File: src/rtl/mp_miu_arbiter_if.sv
// IU request ports and the shared RAM port of the memory interface unit.
// The arbiter is the slave; the IUs and the RAM together form the master side.
interface mp_miu_arbiter_if #(
    parameter int NUM_IU = 4,
    parameter int ADDR_W = 16,
    parameter int DATA_W = 32
);
    logic [NUM_IU-1:0]        mem_req;
    logic [NUM_IU-1:0]        mem_we;
    logic [NUM_IU*ADDR_W-1:0] mem_addr;
    logic [NUM_IU*DATA_W-1:0] mem_write;
    logic [DATA_W-1:0]        mem_read;
    logic [NUM_IU-1:0]        mem_done;
    logic                     busy;
    logic                     ram_en;
    logic                     ram_we;
    logic [ADDR_W-1:0]        ram_addr;
    logic [DATA_W-1:0]        ram_wdata;
    logic [DATA_W-1:0]        ram_rdata;

    // Handshake: an IU raises mem_req with we/addr/write stable and holds it until its
    // one-cycle mem_done pulse; mem_read is valid in that cycle. ram_en is a one-cycle
    // strobe and ram_rdata is valid exactly MEM_LAT cycles later.
    modport slave (
        input  mem_req, mem_we, mem_addr, mem_write, ram_rdata,
        output mem_read, mem_done, busy, ram_en, ram_we, ram_addr, ram_wdata
    );

    modport master (
        output mem_req, mem_we, mem_addr, mem_write, ram_rdata,
        input  mem_read, mem_done, busy, ram_en, ram_we, ram_addr, ram_wdata
    );
endinterface

File: src/rtl/mp_miu_arbiter.sv
// Round-robin arbiter of NUM_IU memory request ports onto one fixed-latency RAM port,
// one transaction at a time: IDLE -> ISSUE -> WAIT (MEM_LAT cycles) -> DONE.
module mp_miu_arbiter #(
    parameter int NUM_IU  = 4,
    parameter int ADDR_W  = 16,
    parameter int DATA_W  = 32,
    parameter int MEM_LAT = 2
) (
    input  logic             clk,
    input  logic             reset,
    mp_miu_arbiter_if.slave  bus,
    output logic [1:0]       fsm_state
);
    localparam int IDX_W = (NUM_IU > 1) ? $clog2(NUM_IU) : 1;
    localparam int CNT_W = (MEM_LAT > 1) ? $clog2(MEM_LAT) : 1;

    typedef enum logic [1:0] {IDLE, ISSUE, WAIT, DONE} state_t;

    state_t            state;
    state_t            state_next;
    logic [IDX_W-1:0]  rr_ptr;
    logic [IDX_W-1:0]  grant;
    logic [IDX_W-1:0]  pick;
    logic [IDX_W-1:0]  scan_idx;
    logic              pick_valid;
    logic [CNT_W-1:0]  cnt;
    logic              we_q;
    logic [ADDR_W-1:0] addr_q;
    logic [DATA_W-1:0] wdata_q;
    logic [DATA_W-1:0] read_q;

    // Search starts one past the last grant, so the last winner has lowest priority.
    always_comb begin
        pick_valid = 1'b0;
        pick       = '0;
        scan_idx   = '0;
        for (int k = 1; k <= NUM_IU; k++) begin
            scan_idx = IDX_W'((int'(rr_ptr) + k) % NUM_IU);
            if (!pick_valid && bus.mem_req[scan_idx]) begin
                pick_valid = 1'b1;
                pick       = scan_idx;
            end
        end
    end

    always_ff @(posedge clk) begin
        if (reset) begin
            state <= IDLE;
        end else begin
            state <= state_next;
        end
    end

    always_comb begin
        state_next   = state;
        bus.mem_done = '0;
        bus.busy     = (state != IDLE);
        bus.ram_en   = 1'b0;
        case (state)
            IDLE: begin
                if (pick_valid) begin
                    state_next = ISSUE;
                end
            end
            ISSUE: begin
                bus.ram_en = 1'b1;
                state_next = WAIT;
            end
            WAIT: begin
                if (cnt == '0) begin
                    state_next = DONE;
                end
            end
            DONE: begin
                bus.mem_done[grant] = 1'b1;
                state_next          = IDLE;
            end
            default: state_next = IDLE;
        endcase
    end

    always_ff @(posedge clk) begin
        if (reset) begin
            rr_ptr  <= IDX_W'(NUM_IU - 1);
            grant   <= '0;
            cnt     <= '0;
            we_q    <= 1'b0;
            addr_q  <= '0;
            wdata_q <= '0;
            read_q  <= '0;
        end else begin
            case (state)
                IDLE: begin
                    if (pick_valid) begin
                        grant   <= pick;
                        rr_ptr  <= pick;
                        we_q    <= bus.mem_we[pick];
                        addr_q  <= bus.mem_addr[pick*ADDR_W +: ADDR_W];
                        wdata_q <= bus.mem_write[pick*DATA_W +: DATA_W];
                    end
                end
                ISSUE: cnt <= CNT_W'(MEM_LAT - 1);
                WAIT: begin
                    if (cnt != '0) begin
                        cnt <= cnt - CNT_W'(1);
                    end else if (!we_q) begin
                        // Writes leave mem_read holding the last read result.
                        read_q <= bus.ram_rdata;
                    end
                end
                default: ;
            endcase
        end
    end

    assign bus.ram_we    = we_q;
    assign bus.ram_addr  = addr_q;
    assign bus.ram_wdata = wdata_q;
    assign bus.mem_read  = read_q;
    assign fsm_state     = state;
endmodule

File: src/flat_wrapper.sv
// flat-port wrapper written by rule: the top's interface ports become plain ports
module mp_miu_arbiter_flat 
#(
    parameter int NUM_IU  = 4,
    parameter int ADDR_W  = 16,
    parameter int DATA_W  = 32,
    parameter int MEM_LAT = 2
)
  (clk, reset, fsm_state, bus_mem_req, bus_mem_we, bus_mem_addr, bus_mem_write, bus_ram_rdata, bus_mem_read, bus_mem_done, bus_busy, bus_ram_en, bus_ram_we, bus_ram_addr, bus_ram_wdata);
  mp_miu_arbiter_if #(.NUM_IU(NUM_IU), .ADDR_W(ADDR_W), .DATA_W(DATA_W)) bus_i ();
  input  logic clk;
  input  logic reset;
  output logic [1:0] fsm_state;
  input wire logic [$bits(bus_i.mem_req)-1:0] bus_mem_req;
  input wire logic [$bits(bus_i.mem_we)-1:0] bus_mem_we;
  input wire logic [$bits(bus_i.mem_addr)-1:0] bus_mem_addr;
  input wire logic [$bits(bus_i.mem_write)-1:0] bus_mem_write;
  input wire logic [$bits(bus_i.ram_rdata)-1:0] bus_ram_rdata;
  output wire logic [$bits(bus_i.mem_read)-1:0] bus_mem_read;
  output wire logic [$bits(bus_i.mem_done)-1:0] bus_mem_done;
  output wire logic [$bits(bus_i.busy)-1:0] bus_busy;
  output wire logic [$bits(bus_i.ram_en)-1:0] bus_ram_en;
  output wire logic [$bits(bus_i.ram_we)-1:0] bus_ram_we;
  output wire logic [$bits(bus_i.ram_addr)-1:0] bus_ram_addr;
  output wire logic [$bits(bus_i.ram_wdata)-1:0] bus_ram_wdata;
  assign bus_i.mem_req = bus_mem_req;
  assign bus_i.mem_we = bus_mem_we;
  assign bus_i.mem_addr = bus_mem_addr;
  assign bus_i.mem_write = bus_mem_write;
  assign bus_i.ram_rdata = bus_ram_rdata;
  assign bus_mem_read = bus_i.mem_read;
  assign bus_mem_done = bus_i.mem_done;
  assign bus_busy = bus_i.busy;
  assign bus_ram_en = bus_i.ram_en;
  assign bus_ram_we = bus_i.ram_we;
  assign bus_ram_addr = bus_i.ram_addr;
  assign bus_ram_wdata = bus_i.ram_wdata;
  mp_miu_arbiter #(.NUM_IU(NUM_IU), .ADDR_W(ADDR_W), .DATA_W(DATA_W), .MEM_LAT(MEM_LAT)) u_core (.clk(clk), .reset(reset), .bus(bus_i), .fsm_state(fsm_state));
endmodule
File: config.mk
export PLATFORM = sky130hd
export DESIGN_NAME = mp_miu_arbiter_flat
export DESIGN_NICKNAME = d
export VERILOG_FILES = /design/src/rtl/mp_miu_arbiter_if.sv /design/src/rtl/mp_miu_arbiter.sv /design/src/flat_wrapper.sv
export SDC_FILE = /design/constraint.sdc
export NUM_CORES = 1
export LEC_CHECK = 0
export BUFFER_PORTS_ARGS = -buffer_cell sky130_fd_sc_hd__clkbuf_2
export CAP_MARGIN = 20
export CORE_AREA = 2 2 127 129
export DETAILED_ROUTE_END_ITERATION = 8
export DIE_AREA = 0 0 129 131
export GPL_ROUTABILITY_DRIVEN = 0
export GPL_TIMING_DRIVEN = 0
export HOLD_SLACK_MARGIN = 0.06
export PLACE_DENSITY_LB_ADDON = 0.15
export SETUP_SLACK_MARGIN = 0.02
export SYNTH_ARGS = -nofsm -noshare
export SYNTH_HDL_FRONTEND = slang
export SYNTH_SLANG_ARGS = --single-unit
export TNS_END_PERCENT = 100
File: constraint.sdc
create_clock -name clk -period 5.11 [get_ports clk]
set_clock_uncertainty 0.15 [all_clocks]
set_input_delay 1.533 -clock clk [delete_from_list [all_inputs] [get_ports clk]]
set_output_delay 1.533 -clock clk [all_outputs]
set_load 0.01 [all_outputs]
-- Yosys cells after proc, flatten, opt, wreduce, memory -nomap -nowiden
Cells that the tools add are included.
- output and inout port bits: 89
- logic and storage cells: 69
- bits in registers: 88
- bits of input ports: 234
- equality and inequality tests: 5
- bitwise operators: 2
- add/sub/neg operators: 5
- reductions and logical operators: 13
- multiplexer cells: 27
- order comparisons: 7
- shift operators: 2
- operators by type and width (cell ; count):
    128-bit by 8-bit variable part select with 32-bit output ; 1
    64-bit by 7-bit variable part select with 16-bit output ; 1
    2-bit by 3-bit < comparator with 1-bit output (second input constant) ; 6
    1-bit 2-to-1 mux ; 12
    2-bit 2-to-1 mux ; 6
    1-bit binary-select mux with 2-bit select ; 5
    2-bit case mux with 4 select lines ; 1
    2-bit by 1-bit adder with 2-bit output (second input constant) ; 2
    2-bit adder (second input constant) ; 2
    2-bit == test (second input constant) ; 2
    1-bit logical AND ; 4
    4-bit 2-to-1 mux ; 1
    2-bit AND reduction ; 2
    2-bit nonzero test ; 2
    1-bit logical NOT ; 3
    3-bit AND reduction ; 1
    1-bit demux with 2-bit select ; 1
    2-bit by 1-bit == test with 1-bit output (second input constant) ; 1
    2-bit by 1-bit greater-or-equal comparator with 1-bit output (second input constant) ; 1
    2-bit logical NOT ; 1
    2-bit by 1-bit != test with 1-bit output (second input constant) ; 1
    2-bit != test (second input constant) ; 1
    1-bit inverter ; 2
    1-bit case mux with 2 select lines ; 1
    1-bit subtractor (second input constant) ; 1

-- Depth between registers and ports, before layout
Gate-level depths: netlist of the first run.
- word-level depth: 15
- depth in mapped cells: 9
- gate-level depth less buffers: 7

-- Worst setup path after synthesis of the first run
Ideal clock, no wire load.
- path type: input-to-reg
- start point: input bus_mem_req[3]
- end point: register u_core.addr_q[5] (netlist: u_core.bus.ram_addr[5])
- buffers on the path: 2
- setup slack: 2.156 ns
- required time: 4.822 ns
- arrival time: 2.666 ns
- library setup time: 0.138 ns
- cell stages on the path: 7
- cell sequence: nor2_1 -> a21o_1 -> nor2_1 -> nand2_1 -> buf_2 -> buf_1 -> o221ai_1
- word-level cells in the longest chain between the ends: 13
- elaborated cells between the ends (all ways): 24
- those cells by class: shift: 1; mux: 16; reduce/logical: 7
- ends and longest elaborated chain (item ; RTL line ; text):
    start, declared ; flat_wrapper.sv:14 ; input wire logic [$bits(bus_i.mem_req)-1:0] bus_mem_req;
    1-bit binary-select mux with 2-bit select ; mp_miu_arbiter.sv:39 ; if (!pick_valid && bus.mem_req[scan_idx]) begin
    1-bit 2-to-1 mux (not written as such) ; mp_miu_arbiter.sv:39 ;
    1-bit 2-to-1 mux ; mp_miu_arbiter.sv:39 ;
    1-bit logical NOT ; mp_miu_arbiter.sv:39 ;
    1-bit logical AND ; mp_miu_arbiter.sv:39 ;
    1-bit 2-to-1 mux ; mp_miu_arbiter.sv:39 ;
    1-bit logical NOT ; mp_miu_arbiter.sv:39 ;
    1-bit logical AND ; mp_miu_arbiter.sv:39 ;
    1-bit 2-to-1 mux ; mp_miu_arbiter.sv:39 ;
    1-bit logical NOT ; mp_miu_arbiter.sv:39 ;
    1-bit logical AND ; mp_miu_arbiter.sv:39 ;
    2-bit 2-to-1 mux or 1-bit 2-to-1 mux (tied branches) ; mp_miu_arbiter.sv:39 ;
    64-bit by 7-bit variable part select with 16-bit output or 2-bit AND reduction (tied branches) ; n/a ;
    end signal, assigned ; mp_miu_arbiter.sv:98 ; addr_q <= bus.mem_addr[pick*ADDR_W +: ADDR_W];
    end, declared ; mp_miu_arbiter.sv:28 ; logic [ADDR_W-1:0] addr_q;
Several ways; a longest one is shown, not always the timed one. The select of a mux whose other input is x is not followed.
A chain may end at the register's enable or synchronous reset.

-- Worst setup path in the final report of the first run
- start point: input bus_mem_req[3]
- end point: register u_core.addr_q[7] (netlist: u_core.bus.ram_addr[7])
The elaborated chain is that of the path after synthesis.

==> flow_summary.yaml, run 1 <==
clock_tree:
  cts_tree: "done"
  clockBufferDepth: 2
  post-cts-setup-buffers: 0
  cts-htree-levels: 3
  cts_buffers: 9
  cts_resized: 0
  cts.sinks: 88
  root_buffer: "clkbuf_16"
  insertion_delay_ns: 0.34
  hold_buffers: 0
  clk_pin_slew_ns: 0.07
place:
  portBuffers: 322
  hpwlAfterDp_mm: 13.5
  placed_cell_area_um2: 6160
floorplanning:
  coreArea_um2: 15600
  die_x_um: 129
  initial_utilization_pct: 27.4
  num_rows: 46
  dieArea_um2: 16900
  num_io_pins: 323
  fp.dieH_um: 131
critical_path:
  arrival_ns: 3.23
  max_stage_delay_ns: 0.41
  crit_top_cell: "nor2_1"
  cp-end-kind: "register"
  worstSetupPathType: "in2reg"
  crit_fanout: 10
  crit_path_top_delay_cell: "buf_1"
  crit_chain: "clkbuf_2, nor2_1, a21o_1, nor2_1, nand2_1, buf_2, buf_1, o221ai_1"
  required_ns: 5.15
  start_kind: "input pin"
sta:
  final-max-slew-violation-count: 0
  min_period_ns: 3.19
  slew_headroom_pct: 50.8
  period_share_pct: 62.4
  finalSetupViolCount: 0
  hold_viol_final: 0
  fmax_mhz: 314
  setup_tns_ns: 0
  rsz0062_at_grt: "no"
  worst_pin_slew_ns: 0.737
synth:
  post_synth.cell_area_avg_um2: 9.10
  yosysTopAreaCell: "dfxtp_1"
  ys_ff_latch: 88
  synth_top_area_share_pct: 41.2
  yosys_warnings: 0
  ys_top_cells_by_area: "dfxtp_1 41%, mux2i_1 23%, nand2_1 10%"
  yosysSeqAreaShare_pct: 41.2
  synth_area_um2: 4280
  syn-instance-count: 470
  synth_cell_types: 28
  synth_nets: 708
finish:
  fill_cells: 1603
  layout.nets: 1041
  final_common_cell: "clkbuf_2"
  drive_above_1_share_pct: 43.9
  fin_area_um2: 6480
  final_cell_mix: "322 x clkbuf_2, 117 x nand2_1, 99 x mux2i_1"
  multi_input_area_um2: 2290
  syn_to_final_growth_pct: 51.4
  diodes: 0
  seqCellArea_um2: 1760
global_route:
  grt_max_degree: 16
  antenna_found_initial: 0
  grt_usage_pct: 18.5
  grt_pass1_vias: 4660
  grt_overflow: 0
  grt_pass1_wl_mm: 23.9
worst_hold_path:
  hp-class: "reg2reg"
detailed_routing:
  drt_iter0_markers: 180
  post-route-drc-count: 0
  first_pass_iters: 4
  wire_per_inst_um: 16.1
  routed_wl_mm: 16.5
  ant_nets: 0
  dr_total_vias: 4753
  detail_route.vias_per_cell: 4.64
pwr:
  ir_drop_uv: 180
  total_power_mw: 3.21
  p_leak_nw: 3.33
  power_density_nw_per_um2: 496
job:
  max_cap_violations: 0
status:
  status: "finished, final reports clean"
==> cells by family (layout without fill, tap and decap cells) <==
logic type                 Yosys count  in the layout  synth area share (%)
buffers and inverters               42            380                  5.20
muxes                               99             99                  23.2
DFF                                 88             88                  41.2
AOI/OAI and AO/OA                   99             99                  16.6
adders and majority gates            4              4                  1.17
and+or+nand+nor                    138            138                  12.7
==> sequential cells by signal, indices dropped and copies added (netlist names) <==
signal                count
u_core.bus.ram_we         1
u_core.cnt                1
u_core.rr_ptr             2
u_core.bus.ram_addr      16
u_core.bus.mem_read      32
u_core.fsm_state          2
u_core.grant              2
u_core.bus.ram_wdata     32
==> cell usage after synthesis (all sizes together) <==
cell      n
a211oi    2
a32oi     1
mux2i    99
nand2   117
buf      16
o221a     1
a221oi    1
nor2     12
and2      1
and2b     1
a21o      1
nor3b     2
ha        4
clkbuf   21
inv       5
o221ai   50
nand2b    3
nor3      2
a21oi    38
dfxtp    88
o211ai    1
o21ai     4
==> routing by layer <==
| metal | wire length [µm] | GRT usage (%) |
|---|---|---|
| met2 | 8200 | 32.9 |
| met1 | 6800 | 21.4 |
| met3 | 1220 | 4.56 |
| met5 | 0 | 0 |
| met4 | 294 | 7.23 |
==> worst paths after layout <==
| path | from | end | slack (ns) | cells after the start |
|---|---|---|---|---|
| worst max-delay path | bus_mem_req[3] | u_core.bus.ram_addr[7] | 1.92 | 8 |
| worst min-delay path | u_core.bus.mem_read[24] | u_core.bus.mem_read[24] | 0.30 | 2 |
| worst max register to register | u_core.fsm_state[0] | u_core.bus.ram_addr[7] | 2.66 | 9 |
| worst min register to register | u_core.bus.mem_read[24] | u_core.bus.mem_read[24] | 0.30 | 2 |
==> power breakdown <==
group          switching (mW)  internal [mW]  total [mW]
registers               0.137          0.930        1.07
logic                   0.834          0.619        1.45
clock network           0.285          0.409       0.694
==> cell type report <==
cell class,instances,share of cell area [%]
multi-input combinational,340,35.4
sequential,88,27.2
timing repair buffer,322,24.9
tap,216,4.17
clock buffer,11,3.90
buffer,37,3.15
clock inverter,5,0.985
inverter,5,0.290
==> critical path: cells and delay by family <==
kind	cells	cell delay [ns]
simple gates	3	0.46
buf+inv	3	0.78
compound gates	2	0.46
==> through the flow <==
step | hold slack [ns] | std cells | utilization (%) | worst slack [ns]
CTS | 0.309 | 1024 | 41.5 | 1.90
finish | 0.303 | 1024 | 41.5 | 1.92
global route | 0.320 | 1024 | 41.5 | 1.71
floorplan | 0.315 | 470 | - | 2.16
global placement | 0.292 | 1008 | 39.5 | 1.57
detailed placement | 0.299 | 1008 | 39.5 | 1.53
Power figures use the tool's default switching activity.
==> inputs of run 2 (changes only) <==
--- a/config.mk
+++ b/config.mk
@@ -5,11 +5,12 @@
 export SDC_FILE = /design/constraint.sdc
 export NUM_CORES = 1
 export LEC_CHECK = 0
+export ABC_AREA = 1
 export BUFFER_PORTS_ARGS = -buffer_cell sky130_fd_sc_hd__clkbuf_2
 export CAP_MARGIN = 20
-export CORE_AREA = 2 2 127 129
+export CORE_ASPECT_RATIO = 0.75
+export CORE_UTILIZATION = 40
 export DETAILED_ROUTE_END_ITERATION = 8
-export DIE_AREA = 0 0 129 131
 export GPL_ROUTABILITY_DRIVEN = 0
 export GPL_TIMING_DRIVEN = 0
 export HOLD_SLACK_MARGIN = 0.06
==> constraint.sdc (replaced) <==
create_clock -name clk -period 2.6 [get_ports clk]
set_clock_uncertainty 0.15 [all_clocks]
set_input_delay 0.78 -clock clk [delete_from_list [all_inputs] [get_ports clk]]
set_output_delay 0.78 -clock clk [all_outputs]
set_load 0.01 [all_outputs]
==> run 2 against run 1 <==
Effect of this change: sequential cell count unchanged; cell area increased by 30%; critical path depth increased by 6; first-iteration DRC count increased by 150%; worst hold slack improved by 0.065 ns; sequential power increased by 98%; via count increased by 65%; cell count increased by 59%; critical path type unchanged; highest routed layer unchanged.
==> flow_summary.yaml, run 2 <==
pwr:
  p_int_mw: 5.34
  ir_drop_uv: 587
  p_leak_nw: 5.41
  power_density_nw_per_um2: 1360
  p_clk_share_pct: 11.8
  comb_power_share_pct: 69.7
  p_sw_share_pct: 53.3
  power.net_switching_mw: 6.10
  total_power_mw: 11.4
  seqPwrFrac_pct: 18.5
global_route:
  grt_pass1_wl_mm: 35.2
  grt_usage_pct: 27.7
  grt_max_degree: 20
  antenna_found_initial: 1
  grt_overflow: 0
  grt_pass1_vias: 7051
floorplanning:
  num_rows: 39
  dieArea_um2: 16100
  die_x_um: 146
  fp.dieH_um: 110
  coreArea_um2: 15200
  initial_utilization_pct: 41.0
  num_io_pins: 323
detailed_routing:
  drt_iter0_markers: 446
  post-route-drc-count: 0
  ant_nets: 0
  detail_route.vias_per_cell: 4.81
  dr_total_vias: 7852
  wire_per_inst_um: 13.9
  first_pass_iters: 5
  routed_wl_mm: 22.7
synth:
  synth_cell_types: 23
  synth_nets: 1330
  async_flop_share_pct: 0
  yosysSeqAreaShare_pct: 28.3
  synth_top_area_share_pct: 28.3
  syn-instance-count: 1092
  synth_edf_count: 0
  synth_most_common_cell: "inv_1"
  ys_ff_latch: 88
  synth_area_um2: 6230
  synth_common_cells: "258 x inv_1, 183 x nand2_1, 163 x nor2_1, 155 x nand3_1, 98 x nand4_1"
  yosysTopAreaCell: "dfxtp_1"
  post_synth.cell_area_avg_um2: 5.71
  ys.flop_type: "dfxtp_1"
  ys_top_cells_by_area: "dfxtp_1 28%, inv_1 16%, nand3_1 12%"
  yosys_warnings: 0
clock_tree:
  insertion_delay_ns: 0.36
  clockBufferDepth: 2
  cts_buffers: 9
  hold_buffers: 0
  cts_tree: "done"
  cts-htree-levels: 3
  cts.sinks: 88
  root_buffer: "clkbuf_16"
  clk_pin_slew_ns: 0.08
finish:
  final_common_cell: "clkbuf_2"
  drive_above_1_share_pct: 28.2
  syn_to_final_growth_pct: 35.4
  final_cell_mix: "338 x clkbuf_2, 258 x inv_1, 183 x nand2_1"
  layout.nets: 1660
place:
  portBuffers: 321
  hpwlAfterDp_mm: 17.6
critical_path:
  r2r_end: "u_core.bus.ram_wdata[0]"
  r2r_start: "u_core.rr_ptr[0]"
  worstSetupPathType: "in2reg"
  crit_top_cell: "nand2_1"
  crit_buf_inv: 3
  endpoint: "u_core.bus.ram_wdata[17]"
  max_stage_delay_ns: 0.41
  crit_family: "simple AND/OR/NAND/NOR gates"
  crit_path_start: "bus_mem_req[2]"
  cp-end-kind: "register"
  crit_fanout: 10
  crit_chain: "clkbuf_2, nand2_1, nand2_1, nand2_1, nand2_1, nand2_1, nand2_1, nand2_4, clkbuf_1, nand4_1, nand3_1, nand3_1, nand2_1, inv_1"
  arrival_ns: 2.49
  start_kind: "input pin"
  rrSetupSlack_ns: 0.24
  cp.depth: 14
  reg2reg_depth: 16
  required_ns: 2.71
  crit_path_top_delay_cell: "clkbuf_1"
sta:
  period_share_pct: 91.5
  finalSetupViolCount: 0
  slew_headroom_pct: 60.7
  min_period_ns: 2.38
  fmax_mhz: 421
  worst_pin_slew_ns: 0.590
  final-max-slew-violation-count: 0
  fin_hold_ws_ns: 0.367
  hold_viol_final: 0
  rsz0062_at_grt: "yes"
job:
  max_cap_violations: 0
worst_hold_path:
  hp-class: "reg2reg"
status:
  status: "finished, final reports clean"
-- run 2: worst min path at each step --
stage	start	endpoint	slack [ns]	depth (start not counted)
final	u_core.grant[1]	u_core.grant[1]	0.37	2
after global routing	u_core.grant[1]	u_core.grant[1]	0.38	2
after CTS	u_core.grant[1]	u_core.grant[1]	0.36	2
after detailed placement	u_core.grant[1]	u_core.grant[1]	0.35	2
after global placement	u_core.bus.mem_read[20]	u_core.bus.mem_read[20]	0.34	2
after floorplan	u_core.grant[0]	u_core.grant[0]	0.32	2
-- run 2: metrics by stage --
step	utilization (%)	setup TNS (ns)	worst slack, ns	area, µm²	instances
global route	55.4	0	0.00716	8440	1632
finish	55.5	0	0.222	8440	1633
CTS	55.2	0	0.112	8410	1634
detailed placement	53.2	-7.61	-0.258	8100	1618
global placement	53.2	-5.45	-0.175	8100	1618
floorplan	-	0	0.348	6230	1092
-- run 2: cell type report --
type	instances	area, µm²
multi-input cells	662	3070
flip-flops and latches	88	1760
diodes	1	2.50
inverters	263	990
clock inverters	7	86.3
well taps	205	256
repair buffers	321	1610
fillers	1686	6780
plain buffers	77	440
clock buffers	9	225
-- run 2: power by group through the flow --
stage	registers, mW	clock network (mW)	logic, mW
final	2.12	1.36	7.97
after global routing	2.17	1.44	8.98
after CTS	2.11	1.39	7.90
after detailed placement	2.13	0	7.87
after global placement	2.12	0	7.80
after floorplan	2.31	0	5.34
-- run 2: worst min-delay path, cell delays in order, from the launching register on --
cell and delay, ns:
dfxtp_1 0.34, nand2_1 0.07, a21oi_1 0.06
-- run 2: kinds of logic after synthesis --
logic type               after synthesis  synth area share, %
AND/OR/NAND/NOR                      612                 44.6
buffers and inverters                342                 22.5
flip-flops                            88                 28.3
AO/OA/AOI/OAI                         46                 3.77
adder cells (fa/ha/maj)                4                0.803
-- run 2: what timing repair did --
item,CTS,global route
gates resized for setup,0,42
endpoints found under the hold margin,0,0
endpoints found under the setup margin,0,48
buffers inserted,0,0
-- run 2: metal layers --
metal	wire, µm	GRT usage [%]	vias to the layer above
li1	-	-	4025
met1	10400	36.4	3483
met2	10100	44.2	303
met3	1750	6.75	41
met4	532	10.7	0
met5	0	0	-
==> inputs of run 3 (changes only) <==
--- a/config.mk
+++ b/config.mk
@@ -9,6 +9,7 @@
 export BUFFER_PORTS_ARGS = -buffer_cell sky130_fd_sc_hd__clkbuf_2
 export CAP_MARGIN = 20
 export CORE_ASPECT_RATIO = 0.75
+export CORE_MARGIN = 3
 export CORE_UTILIZATION = 40
 export DETAILED_ROUTE_END_ITERATION = 8
 export GPL_ROUTABILITY_DRIVEN = 0
==> run 3 against run 2 <==
Effect of this change: clock power fell by 3%; fmax fell by 1.2%; global-route usage fell by 1.8 points; via count fell by 1.1%; cell count fell by 0.31%; count of clock-buffer cells in the layout did not move; cell area fell by 0.28%; critical path type is now reg2reg; largest power group unchanged.
==> flow_summary.yaml, run 3 (same netlist as run 2, synthesis figures left out) <==
critical_path:
  reg2reg_depth: 15
  r2r_start: "u_core.rr_ptr[0]"
  cp-end-kind: "register"
  required_ns: 2.70
  start_kind: "register"
  worstSetupPathType: "reg2reg"
  rrSetupSlack_ns: 0.19
  r2r_end: "u_core.bus.ram_wdata[6]"
  crit_fanout: 10
  arrival_ns: 2.51
floorplanning:
  num_rows: 38
  die_x_um: 150
  fp.dieH_um: 114
  initial_utilization_pct: 42.0
  dieArea_um2: 17100
  num_io_pins: 323
  coreArea_um2: 14800
worst_hold_path:
  hp-start: "u_core.grant[1]"
  hp-class: "reg2reg"
  min_to: "u_core.grant[1]"
  whs_path_depth: 2
global_route:
  grt_pass1_vias: 6976
  grt_max_degree: 19
  grt_pass1_wl_mm: 35.6
  antenna_found_initial: 0
  grt_usage_pct: 25.9
  grt_overflow: 0
sta:
  period_share_pct: 92.5
  fin_hold_ws_ns: 0.349
  finalSetupViolCount: 0
  worst_pin_slew_ns: 0.605
  min_period_ns: 2.41
  fmax_mhz: 416
  hold_viol_final: 0
  slew_headroom_pct: 59.7
  final-max-slew-violation-count: 0
  rsz0062_at_grt: "yes"
detailed_routing:
  wire_per_inst_um: 14.3
  first_pass_iters: 5
  detail_route.vias_per_cell: 4.77
  drt_iter0_markers: 571
  routed_wl_mm: 23.3
  ant_nets: 0
  post-route-drc-count: 0
  dr_total_vias: 7763
finish:
  final_cells: 1628
  layout.nets: 1660
  fin_area_um2: 8420
  syn_to_final_growth_pct: 35.0
  final_common_cell: "clkbuf_2"
  drive_above_1_share_pct: 28.2
  final_cell_mix: "338 x clkbuf_2, 258 x inv_1, 183 x nand2_1"
  fin_util_pct: 56.8
clock_tree:
  clk_pin_slew_ns: 0.07
  insertion_delay_ns: 0.35
  cts.sinks: 88
  cts_tree: "done"
  root_buffer: "clkbuf_16"
  hold_buffers: 0
  clockBufferDepth: 2
  cts-htree-levels: 3
  cts_buffers: 9
pwr:
  comb_power_share_pct: 69.9
  power_density_nw_per_um2: 1360
  p_int_mw: 5.32
  p_leak_nw: 5.40
  total_power_mw: 11.4
  seqPwrFrac_pct: 18.5
  ir_drop_uv: 594
  power.net_switching_mw: 6.09
  p_clk_share_pct: 11.6
  p_sw_share_pct: 53.4
place:
  portBuffers: 321
  hpwlAfterDp_mm: 18.1
  placed_cell_area_um2: 8090
  place_inst: 1613
status:
  status: "finished, final reports clean"
job:
  max_cap_violations: 0
run 3: worst max path at each step:
stage                                start                      end  slack, ns
after floorplan             bus_mem_req[3]   u_core.bus.ram_addr[9]       0.35
after global placement      bus_mem_req[2]        u_core.bus.ram_we      -0.19
after detailed placement    bus_mem_req[2]        u_core.bus.ram_we      -0.20
after CTS                 u_core.rr_ptr[0]        u_core.bus.ram_we       0.15
after global routing      u_core.rr_ptr[0]  u_core.bus.ram_wdata[6]      0.008
final                     u_core.rr_ptr[0]  u_core.bus.ram_wdata[6]       0.19
run 3: area by class of cell:
class | instances | area [µm²]
inverters | 263 | 990
diodes | 1 | 2.50
clock inverters | 7 | 75.1
plain buffers | 77 | 435
well taps | 200 | 250
multi-input cells | 662 | 3070
repair buffers | 321 | 1610
flip-flops and latches | 88 | 1760
clock buffers | 9 | 225
fillers | 1645 | 6410
run 3: power by group through the flow:
stage / Clock, mW / Sequential, mW / Combinational (mW)
after floorplan: 0 / 2.31 / 5.34
after global placement: 0 / 2.12 / 7.82
after detailed placement: 0 / 2.13 / 7.88
after CTS: 1.36 / 2.11 / 7.91
after global routing: 1.41 / 2.17 / 8.98
final: 1.32 / 2.11 / 7.98
run 3: timing repair:
item / 4_1_cts / 5_1_grt
buffers inserted: 0 / 0
setup endpoints to repair: 0 / 39
gates resized for setup: 0 / 40
run 3: stage by stage:
stage / worst slack, ns / setup TNS, ns
2_1_floorplan: 0.348 / 0
3_3_place_gp: -0.191 / -5.45
3_5_place_dp: -0.198 / -6.44
4_1_cts: 0.154 / 0
5_1_grt: 0.00782 / 0
6_report: 0.194 / 0
run 3: critical path: stages, from the launching register on:
cell and delay (ns):
dfxtp_1 0.31, buf_6 0.14, inv_4 0.10, nand2_1 0.06, nand2_1 0.10, nand2_1 0.08
nand2_1 0.10, inv_1 0.07, nand3_2 0.11, buf_6 0.17, buf_1 0.41, nand4_1 0.15
nand3_1 0.16, nand3_1 0.09, nand2_1 0.06, inv_1 0.03
run 3: routing by layer:
metal / vias up / GRT usage [%] / share of wire [%]
li1: 4028 / - / -
met1: 3414 / 34.8 / 44
met2: 301 / 42.9 / 46
met3: 20 / 6.05 / 8.9
met4: 0 / 5.06 / 1.1
met5: - / 0 / 0
